File: src/rtl/b1_trk_corr_bank.sv
// BOC tracking correlator bank: per-tap sign-wiped coherent integration over a
// programmable number of PRN periods, dumped scaled and saturated over valid/ready.
module b1_trk_corr_bank #(
   parameter int unsigned NUM_TAPS = 3,
   parameter int unsigned IN_W     = 16,
   parameter int unsigned ACC_W    = 33,
   parameter int unsigned OUT_W    = 24,
   parameter int unsigned CNT_W    = 8
) (
   input  logic                      rx_clk,
   input  logic                      rx_rst,
   input  logic [IN_W-1:0]           rx_src_real,
   input  logic [IN_W-1:0]           rx_src_imag,
   input  logic [NUM_TAPS-1:0]       rx_loc_boc,
   input  logic                      rx_prn_sop,
   input  logic [CNT_W-1:0]          cfg_int_len,
   input  logic [5:0]                cfg_shift,
   output logic                      tx_dump_valid,
   input  logic                      tx_dump_ready,
   output logic [NUM_TAPS*OUT_W-1:0] tx_dump_real,
   output logic [NUM_TAPS*OUT_W-1:0] tx_dump_imag,
   output logic                      tx_dump_sat,
   output logic                      tx_dump_ovf,
   output logic [15:0]               tx_dump_cnt
);

   localparam logic [0:0] WAIT_SOP = 1'b0;
   localparam logic [0:0] INTEG    = 1'b1;

   logic [0:0]                 stateQ;
   logic                       sopAl;
   logic [CNT_W-1:0]           periodCnt;
   logic [CNT_W-1:0]           intLen;
   logic [CNT_W-1:0]           lenEff;
   logic                       dumpNow;
   logic signed [IN_W:0]       xRe;
   logic signed [IN_W:0]       xIm;
   logic signed [IN_W:0]       sRe    [NUM_TAPS];
   logic signed [IN_W:0]       sIm    [NUM_TAPS];
   logic signed [ACC_W-1:0]    sExtRe [NUM_TAPS];
   logic signed [ACC_W-1:0]    sExtIm [NUM_TAPS];
   logic signed [ACC_W-1:0]    accRe  [NUM_TAPS];
   logic signed [ACC_W-1:0]    accIm  [NUM_TAPS];
   logic [NUM_TAPS*OUT_W-1:0]  dumpReal;
   logic [NUM_TAPS*OUT_W-1:0]  dumpImag;
   logic [2*NUM_TAPS-1:0]      satVec;

   // Returns {clipFlag, value}: shift, then clip to the signed OUT_W range.
   function automatic logic [OUT_W:0] scaleSat(input logic signed [ACC_W-1:0] a,
                                               input logic [5:0] sh);
      logic signed [ACC_W-1:0] v;
      v = a >>> sh;
      if (v[ACC_W-1:OUT_W-1] == {(ACC_W-OUT_W+1){v[ACC_W-1]}}) begin
         return {1'b0, v[OUT_W-1:0]};
      end else if (v[ACC_W-1]) begin
         return {1'b1, 1'b1, {(OUT_W-1){1'b0}}};
      end else begin
         return {1'b1, 1'b0, {(OUT_W-1){1'b1}}};
      end
   endfunction

   // One extra bit so negating the most negative input cannot wrap.
   assign xRe     = {rx_src_real[IN_W-1], rx_src_real};
   assign xIm     = {rx_src_imag[IN_W-1], rx_src_imag};
   assign lenEff  = (cfg_int_len == '0) ? CNT_W'(1) : cfg_int_len;
   assign dumpNow = (stateQ == INTEG) && sopAl && (periodCnt == intLen);

   for (genvar k = 0; k < NUM_TAPS; k++) begin : gTap
      logic [OUT_W:0] resRe;
      logic [OUT_W:0] resIm;
      assign sExtRe[k] = {{(ACC_W-IN_W-1){sRe[k][IN_W]}}, sRe[k]};
      assign sExtIm[k] = {{(ACC_W-IN_W-1){sIm[k][IN_W]}}, sIm[k]};
      assign resRe = scaleSat(accRe[k], cfg_shift);
      assign resIm = scaleSat(accIm[k], cfg_shift);
      assign dumpReal[k*OUT_W +: OUT_W] = resRe[OUT_W-1:0];
      assign dumpImag[k*OUT_W +: OUT_W] = resIm[OUT_W-1:0];
      assign satVec[2*k]   = resRe[OUT_W];
      assign satVec[2*k+1] = resIm[OUT_W];
   end

   always_ff @(posedge rx_clk) begin
      if (rx_rst) begin
         stateQ        <= WAIT_SOP;
         sopAl         <= 1'b0;
         periodCnt     <= '0;
         intLen        <= '0;
         tx_dump_valid <= 1'b0;
         tx_dump_real  <= '0;
         tx_dump_imag  <= '0;
         tx_dump_sat   <= 1'b0;
         tx_dump_ovf   <= 1'b0;
         tx_dump_cnt   <= '0;
         for (int k = 0; k < NUM_TAPS; k++) begin
            sRe[k]   <= '0;
            sIm[k]   <= '0;
            accRe[k] <= '0;
            accIm[k] <= '0;
         end
      end else begin
         sopAl <= rx_prn_sop;
         for (int k = 0; k < NUM_TAPS; k++) begin
            sRe[k] <= rx_loc_boc[k] ? -xRe : xRe;
            sIm[k] <= rx_loc_boc[k] ? -xIm : xIm;
         end

         case (stateQ)
            WAIT_SOP: begin
               if (sopAl) begin
                  stateQ    <= INTEG;
                  periodCnt <= CNT_W'(1);
                  intLen    <= lenEff;
                  for (int k = 0; k < NUM_TAPS; k++) begin
                     accRe[k] <= sExtRe[k];
                     accIm[k] <= sExtIm[k];
                  end
               end
            end
            default: begin
               if (dumpNow) begin
                  periodCnt <= CNT_W'(1);
                  intLen    <= lenEff;
                  for (int k = 0; k < NUM_TAPS; k++) begin
                     accRe[k] <= sExtRe[k];
                     accIm[k] <= sExtIm[k];
                  end
               end else begin
                  if (sopAl) begin
                     periodCnt <= periodCnt + CNT_W'(1);
                  end
                  for (int k = 0; k < NUM_TAPS; k++) begin
                     accRe[k] <= accRe[k] + sExtRe[k];
                     accIm[k] <= accIm[k] + sExtIm[k];
                  end
               end
            end
         endcase

         // A load in the acceptance cycle is not an overflow.
         if (dumpNow) begin
            tx_dump_real  <= dumpReal;
            tx_dump_imag  <= dumpImag;
            tx_dump_sat   <= |satVec;
            tx_dump_ovf   <= tx_dump_valid & ~tx_dump_ready;
            tx_dump_valid <= 1'b1;
            tx_dump_cnt   <= tx_dump_cnt + 16'd1;
         end else if (tx_dump_valid && tx_dump_ready) begin
            tx_dump_valid <= 1'b0;
         end
      end
   end

endmodule

File: config.mk
export PLATFORM = sky130hd
export DESIGN_NAME = b1_trk_corr_bank
export DESIGN_NICKNAME = d
export VERILOG_FILES = /design/src/rtl/b1_trk_corr_bank.sv
export SDC_FILE = /design/constraint.sdc
export NUM_CORES = 2
export LEC_CHECK = 0
export CORE_MARGIN = 5
export CORE_UTILIZATION = 45
export DETAILED_ROUTE_END_ITERATION = 7
export HOLD_SLACK_MARGIN = 0.05
export PLACE_DENSITY = 0.69
export SKIP_LAST_GASP = 1
export SYNTH_ARGS = -nofsm -noshare
export SYNTH_HDL_FRONTEND = slang
export SYNTH_SLANG_ARGS = --single-unit
File: constraint.sdc
create_clock -name rx_clk -period 11.8 [get_ports rx_clk]
set_input_delay 2.95 -clock rx_clk [delete_from_list [all_inputs] [get_ports rx_clk]]
set_output_delay 2.95 -clock rx_clk [all_outputs]
set_load 0.02 [all_outputs]
==> impl_summary.log <==
[metrics] result of the run: finished clean
[metrics] share of the clock period used by the worst path after layout: 0.584
[metrics] synthesis-to-layout area growth: 11.7%
[metrics] P per Cell Area: between 100 and 150 mW/mm^2
[metrics] antenna violations before repair: 6
[metrics] clock tree from TritonCTS: yes
[metrics] Hold WC Path Type: flop to flop
[metrics] Routed Wire Length: 118000 um
[metrics] CP startpoint kind: primary input
[metrics] Resized Gates After CTS: 0
[metrics] average via count per standard cell: 6.08
[metrics] fin nets: slightly below 5k
[metrics] drt initial violations: between 3k and 4k
[metrics] Post-synth EDFFs: 198
[metrics] max-capacitance violation count: 0
[metrics] Chip Width: roughly 300 um
[metrics] sum of negative setup slack: 0 ns
[metrics] Clock Root Buffer: clkbuf_16
[metrics] maximum number of pins on one net before global-route repair: 164
[metrics] share of the synthesized area in the top cell type: 0.156
[metrics] Clock Latency Late Sink: around 0.63 ns
[metrics] Mapped Cells: about 4.5k
[metrics] top cells by area, synth: edfxtp_1 16%, dfxtp_1 15%, nand2_1 6.6%
[metrics] average routed wire per standard cell: 20.6 um
[metrics] Yosys reg bits: between 400 and 500
[metrics] FP Rows: between 100 and 150
[metrics] critical path fanouts, max: 163
[metrics] remaining antenna violation count after routing: 0
[metrics] Post-Syn Nets: 4800
[metrics] final max-slew violation count: 0
[metrics] first-pass GRT wire length: roughly 180000 um
[metrics] IO Port Bufs: ~220
[metrics] number of warnings issued by yosys: 0
[metrics] Bufs on Longest Clock Path: 3
[metrics] capturing element type of the critical path: flop
[metrics] Clock Pin Slew Worst Setup and Hold Paths: approximately 0.060 ns
[metrics] setup violation total in the final timing report: 0
[metrics] CP arrival: about 7.4 ns
[metrics] number of hold violations in the final report: 0
[metrics] share of flip-flops with an asynchronous set or reset: 0
[metrics] post-placement worst setup slack: 4.41 ns
[metrics] total instance count after detailed placement: roughly 5.6k
[metrics] most frequent cell after synthesis: nand2_1
[metrics] I/O pin count: about 220
[metrics] H-tree depth: 2
[metrics] RD Place Congestion: about 0.96
[metrics] setup repair bufs after CTS: 0
[metrics] worst endpoint required time: between 10 and 15 ns
[metrics] full die area: slightly above 0.09 mm^2
[metrics] cts-stage hold buffer count: 0
[metrics] largest voltage drop on the vdd net: between 0.1 and 0.15 mV
[metrics] worst-case setup margin in the final layout: 4.91 ns
[metrics] sequential-to-total area share from yosys stat: 0.303
[metrics] transition time of the tightest slew-check pin: 1.03 ns
[metrics] mean area per synthesized cell: between 8 and 9 um^2
[metrics] Final HPWL DP: 86300 um
[metrics] filler-free cell count of the finished design: about 5.7k
[metrics] Sinks on Clock Net: 477
[metrics] count of unresolved DRC violations after routing: 0
[metrics] library cell occupying the most area in the post-synthesis netlist: edfxtp_1
[metrics] Overflow after GRT: 0
[metrics] overall via count from detail_route: between 30k and 40k
[metrics] antenna diode count: 0
[metrics] final cell utilization of the core: 0.508
[metrics] chip height: 301 um
[metrics] number of search-and-repair iterations in the first detailed-routing pass: 6
[metrics] top cells by instance count after synthesis: 671 x nand2_1, 411 x nor2_1, 351 x o21ai_0
[metrics] maximum frequency from static timing analysis: roughly 0.15 GHz
[metrics] Core Box Area: ~0.084 mm^2
[metrics] cts bufs inserted: 53
[metrics] worst max-slew margin expressed relative to the limit: 0.311
[metrics] via count of the first global-routing pass: between 30k and 40k
[metrics] count of unique library cells instantiated by Yosys: between 90 and 100
[metrics] final critical delay including setup and external delays: 6.89 ns
[metrics] critical path class: primary input to flop
[metrics] fraction of final layout cells with drive strength greater than 1: 0.0755
[metrics] most used flip-flop cell after synthesis: dfxtp_1
[metrics] RSZ-0062 raised after global routing: no
[metrics] combined global-route utilization of all metal layers: 0.250
[metrics] initial cell density of the core: 0.455
[metrics] maximum clock skew at final layout: about 0.025 ns
[metrics] post-synthesis instance area: 0.0381 mm^2
[metrics] leakage power summed over all cells: around 17 nW
-- cell usage in the layout, fill, tap and decap left out, types with 28 or more instances in the layout --
cell type          n
edfxtp_1         198
nor2_1           409
o21a_1            49
or3_1             38
dfxtp_1          279
buf_4             41
xnor2_1          122
nand3_1           69
nand2_1          671
a21o_1           104
nor3_1            75
a21oi_1          348
mux2_2            62
ha_1             196
a31oi_1           43
o21ai_1           37
a22o_1            46
nor2b_1           47
o21ai_0          351
mux2i_1          185
o21bai_1          66
clkbuf_16         57
xor2_1           166
clkdlybuf4s50_1  209
mux4_2            86
o211ai_1          61
nand2b_1          28
inv_1             63
a211oi_1         109
-- sequential cells by signal, summed over array words and instances, names as in the netlist --
signal and flops:
accIm 99, accRe 99, tx_dump_imag 72, tx_dump_real 72, sIm 49, sRe 49, tx_dump_cnt 16, intLen 8
periodCnt 8, sopAl 1, stateQ 1, tx_dump_ovf 1, tx_dump_sat 1, tx_dump_valid 1
-- logic make-up after synthesis --
group | share of synthesized area
AOI/OAI and AO/OA | 0.239
DFF | 0.303
muxes | 0.119
xor gates and xnor gates | 0.0662
and+or+nand+nor | 0.165
adders and majority gates | 0.0675
buffers and inverters | 0.0403
-- path summary, 6_finish.rpt --
path	from	to	slack, ns	depth (start not counted)
worst max register to register	accRe[0][33]	accRe[0][63]	7.55	12
worst min-delay path	tx_dump_imag[4]	tx_dump_imag[4]	0.45	2
worst min register to register	tx_dump_imag[4]	tx_dump_imag[4]	0.45	2
worst max-delay path	cfg_shift[1]	tx_dump_imag[36]	4.91	11
-- power by group --
group,switching [mW],internal (mW),total [mW]
clock,0.742,0.951,1.69
combinational,0.879,0.598,1.48
sequential,0.165,1.84,2.01
total,1.79,3.39,5.18
-- per-stage QoR --
stage | hold slack [ns] | power (mW) | cell area [um^2]
final | 0.451 | 5.18 | 42600
after global routing | 0.481 | 5.43 | 42600
after CTS | 0.452 | 5.18 | 42600
after detailed placement | 0.442 | 3.48 | 40800
after global placement | 0.439 | 3.46 | 40800
after floorplan | 0.435 | 3.08 | 38100
-- area by class of cell --
cell class | count | area (um^2)
fillers | 7947 | 41300
multi-input cells | 3705 | 25100
flip-flops and latches | 477 | 11500
repair buffers | 255 | 2470
clock buffers | 71 | 1540
well taps | 1134 | 1420
inverters | 72 | 280
clock inverters | 28 | 240
-- critical path: stages --
cell and delay (ns):
buf_8 0.56, buf_12 0.69, or2_0 0.66, nand2_1 0.15, a31o_2 0.33, o31a_1 0.25, o32ai_1 0.15, o32ai_2 0.18
a21oi_1 0.74, o21ai_0 0.26, a22o_1 0.26
-- per-layer routing --
| layer | part of all wire | global-route usage |
|---|---|---|
| met4 | 0.022 | 0.0557 |
| met3 | 0.10 | 0.0515 |
| met5 | 0.00023 | 0 |
| met2 | 0.40 | 0.355 |
| met1 | 0.47 | 0.388 |
Power figures use the tool's default switching activity.
